<file path="src/rtl/bits4_add_sub_unit_pkg.sv">
// Shared widths and types for the registered nibble adder/subtractor.
package bits4_add_sub_unit_pkg;

  localparam int unsigned NIBBLE_W = 4;
  localparam int unsigned RES_W    = NIBBLE_W + 1;

  typedef logic [NIBBLE_W-1:0] nibble_t;
  typedef logic [RES_W-1:0]    res_t;

  // Contents of the output register bank.
  typedef struct packed {
    logic valid;
    res_t m;
    res_t s;
    logic s_zero;
  } out_bank_t;

  localparam out_bank_t OutBankReset = '{valid: 1'b0, m: '0, s: '0, s_zero: 1'b0};

endpackage

</file>
<file path="src/rtl/bits4_add_sub_unit_full_adder.sv">
// Single-bit full adder used as the ripple-chain cell.
module bits4_add_sub_unit_full_adder (
  input  logic a,
  input  logic b,
  input  logic cin,
  output logic sum,
  output logic cout
);

  always_comb begin
    sum  = a ^ b ^ cin;
    cout = (a & b) | (cin & (a ^ b));
  end

endmodule

</file>
<file path="src/rtl/bits4_add_sub_unit.sv">
// Registered 4-bit unsigned adder/subtractor: sum and difference of two nibbles,
// each as a 5-bit result, one registered stage with a valid strobe.
module bits4_add_sub_unit
  import bits4_add_sub_unit_pkg::*;
(
  input  logic                clk,
  input  logic                rst_n,
  input  logic                in_valid,
  input  logic [NIBBLE_W-1:0] a,
  input  logic [NIBBLE_W-1:0] b,
  output logic                out_valid,
  output logic [RES_W-1:0]    m,
  output logic [RES_W-1:0]    s,
  output logic                s_zero
);

  logic [NIBBLE_W:0]   add_c;
  logic [NIBBLE_W:0]   sub_c;
  logic [NIBBLE_W-1:0] add_sum;
  logic [NIBBLE_W-1:0] sub_sum;
  nibble_t             b_n;

  out_bank_t bank_d;
  out_bank_t bank_q;

  // Subtraction is A + ~B + 1: the inverted operand with the chain's carry-in forced high.
  assign b_n      = ~b;
  assign add_c[0] = 1'b0;
  assign sub_c[0] = 1'b1;

  for (genvar i = 0; i < NIBBLE_W; i++) begin : g_chain
    bits4_add_sub_unit_full_adder u_add_fa (
      .a    (a[i]),
      .b    (b[i]),
      .cin  (add_c[i]),
      .sum  (add_sum[i]),
      .cout (add_c[i+1])
    );

    bits4_add_sub_unit_full_adder u_sub_fa (
      .a    (a[i]),
      .b    (b_n[i]),
      .cin  (sub_c[i]),
      .sum  (sub_sum[i]),
      .cout (sub_c[i+1])
    );
  end

  always_comb begin
    bank_d       = bank_q;
    bank_d.valid = in_valid;
    if (in_valid) begin
      bank_d.m      = {add_c[NIBBLE_W], add_sum};
      // No carry-out of A + ~B + 1 means A < B, i.e. a borrow.
      bank_d.s      = {~sub_c[NIBBLE_W], sub_sum};
      bank_d.s_zero = ~|{~sub_c[NIBBLE_W], sub_sum};
    end
  end

  always_ff @(posedge clk or negedge rst_n) begin
    if (!rst_n) begin
      bank_q <= OutBankReset;
    end else begin
      bank_q <= bank_d;
    end
  end

  assign out_valid = bank_q.valid;
  assign m         = bank_q.m;
  assign s         = bank_q.s;
  assign s_zero    = bank_q.s_zero;

endmodule

</file>
<file path="config.mk">
export PLATFORM = sky130hd
export DESIGN_NAME = bits4_add_sub_unit
export DESIGN_NICKNAME = d
export VERILOG_FILES = /design/src/rtl/bits4_add_sub_unit_pkg.sv /design/src/rtl/bits4_add_sub_unit_full_adder.sv /design/src/rtl/bits4_add_sub_unit.sv
export SDC_FILE = /design/constraint.sdc
export NUM_CORES = 1
export LEC_CHECK = 0
export CORE_AREA = 2 2 39 41
export DETAILED_ROUTE_END_ITERATION = 7
export DIE_AREA = 0 0 41 43
export DONT_BUFFER_PORTS = 1
export GPL_ROUTABILITY_DRIVEN = 0
export GPL_TIMING_DRIVEN = 1
export PLACE_DENSITY = 0.71
export SKIP_LAST_GASP = 1
export SYNTH_ARGS = -nofsm -noshare
export SYNTH_HDL_FRONTEND = slang
export SYNTH_SLANG_ARGS = --single-unit
export TNS_END_PERCENT = 100
</file>
<file path="constraint.sdc">
create_clock -name clk -period 1.4 [get_ports clk]
set_clock_uncertainty 0.05 [all_clocks]
set_input_delay 0.28 -clock clk [delete_from_list [all_inputs] [get_ports clk]]
set_output_delay 0.28 -clock clk [all_outputs]
set_load 0.01 [all_outputs]
</file>
==> results.tsv <==
metric	value	unit
width of the die	41	um
initial core utilization	44.30	%
Min-Delay Path Class	in2reg	
Clk Tree Root Cell	clkbuf_4	
fmax	561.2	MHz
GRT Total Usage	14.96	%
syn nets	69	
commonest cells after routing, fill and taps aside	inv_1, dfrtp_1, fa_2	
worst r2r dst	m[2]	
minimum clock period	1.782	ns
layout cells sized above 1	37.93	%
Pwr Total	0.8182	mW
total number of vias	364	
outcome	complete, but fails checks	
setup TNS	-1.016	ns
violated checks	negative setup slack	
crit path capture type	flop	
Hold Slack	0.03712	ns
H-tree depth	1	
Yosys reg bits	11	
Max Cap Viol	0	
first-pass GRT wire length	1.683	mm
# DRC	0	
Power Density	1092	nW/um^2
crit-path max FO	2	
crit start category	primary input	
Synth-to-Final Area Change	22.24	%
Critical Path AT	1.92	ns
Critical Setup Path Class	in2reg	
clk slew on worst S/H paths	0.07	ns
total CTS buffers	3	
CTS tree	done	
Final WS setup	-0.3819	ns
RSZ-0062 raised after global routing	true	
drt first pass iters	2	
CP Data Required Time	1.54	ns
Clk pwr share	26.2	%
Sequential Power Share	53.0	%
flop2flop setup slack	0.54	ns
final worst-path cycle share	127.3	%
Mapped Area	613.1	um^2
R2R cell count	1	
Skew-Pair Late Insertion Delay	0.26	ns
# nets final	78	
Worst-Margin Slew	0.5054	ns
1st-iter DRT viols	3	
Die ar.	1763	um^2
leakage power	0.3609	nW
crit path from	a[0]	
mean post-synth cell area	12.26	um^2
chip height	43	um
Avg Vias per Cell	4.919	
Core Region	1384	um^2
Post-Synthesis Cells	50	
Int Power	0.5830	mW
vias in the first global route	402	
VDD IR max	574.2	uV
initial antenna violation count	0	
Final setup violation count	5	
pin count of the biggest net entering global routing	15	
Routed WL	1.039	mm
routed len/inst	14.04	um
final-report hold violation count	0	
distinct cell type count after synthesis	13	
Yosys warning count	0	
sw frac	28.75	%
Gate power share	20.7	%
clk sinks	11	
Buffers on Ports	0	
sequential share of the synthesized area	44.90	%
Slew Viols, Final	0	
CP endpoint	s_zero	
DRT antenna net count	0	
Clock Tree Buf Depth	2	
placed wire-length estimate	782.8	um
Slew headroom	66.19	%
IO Count	23	
row cnt	14	
GRT Residual Overflow	0	
Psw	0.2352	mW
antenna fix cells	0	
worst r2r src	m[2]	
==> kinds of logic after synthesis <==
kind of cell	count (synthesis)	share of synthesized area, %
DFF	11	44.90
and+or+nand+nor	4	3.469
buffers and inverters	17	12.24
AOI/OAI and AO/OA	3	3.673
adders and majority gates	8	23.67
muxes	7	12.04
==> registers in the layout (all words and copies together) (netlist names) <==
register   cells
out_valid      1
s              5
s_zero         1
m              4
==> cell usage after synthesis <==
cell type | number | share of area [%]
a21oi_1 | 2 | 1.6
mux2_2 | 3 | 5.5
mux2i_1 | 4 | 6.5
ha_1 | 2 | 4.1
nor2_1 | 2 | 1.2
inv_1 | 15 | 9.2
fa_1 | 6 | 20
or3b_1 | 1 | 1.4
nand3_1 | 1 | 0.82
dfrtp_1 | 11 | 45
buf_4 | 1 | 1.2
buf_6 | 1 | 1.8
o22ai_2 | 1 | 2.0
==> layer usage <==
| layer | wire, um | GRT usage [%] | vias up |
|---|---|---|---|
| li1 | - | - | 167 |
| met1 | 412 | 17.53 | 180 |
| met2 | 505 | 21.56 | 17 |
| met3 | 121 | 10.47 | 0 |
| met4 | 0 | 4.000 | 0 |
| met5 | 0 | 0 | - |
==> power by group through the flow <==
| stage | Clock (mW) | Combinational (mW) | Sequential, mW |
|---|---|---|---|
| floorplan | 0 | 0.117 | 0.428 |
| global placement | 0 | 0.131 | 0.440 |
| detailed placement | 0 | 0.137 | 0.440 |
| CTS | 0.222 | 0.173 | 0.435 |
| global route | 0.240 | 0.193 | 0.444 |
| finish | 0.215 | 0.170 | 0.434 |
==> cell type report <==
class	instances	area, um^2
fillers	114	634.4
multi-input cells	22	302.8
flip-flops and latches	11	275.3
inverters	15	71.32
repair buffers	6	53.80
clock buffers	4	26.28
well taps	16	20.02
==> worst max-delay path, cell delays in order <==
cell and delay (ns):
inv_12 0.01, ha_4 0.14, fa_2 0.33, inv_2 0.06, fa_2 0.18, fa_1 0.43
or3b_1 0.38, o22ai_2 0.11
==> how the worst min path moves through the flow <==
stage / from / endpoint / cells after the start
global route: in_valid / m[4] / 1
finish: in_valid / m[4] / 1
CTS: in_valid / m[4] / 1
global placement: rst_n / m[1] / 0
detailed placement: rst_n / m[1] / 0
floorplan: rst_n / m[1] / 0
==> per-stage QoR <==
step	setup slack, ns	cell area [um^2]	utilization [%]	std cells
2_1_floorplan	-0.5975	646.9	-	50
3_3_place_gp	-0.6328	670.6	48.46	67
3_5_place_dp	-0.6631	670.6	48.46	67
4_1_cts	-0.3855	749.5	54.16	74
5_1_grt	-0.4334	749.5	54.16	74
6_report	-0.3819	749.5	54.16	74
==> repair_timing <==
item	in CTS	in global routing
hold buffers	2	0
resized for setup	10	0
buffers inserted	1	0
pin swaps	1	1
setup endpoints to repair	6	6
cloned	0	0
hold endpoints to repair	12	0
Power figures use the tool's default switching activity.
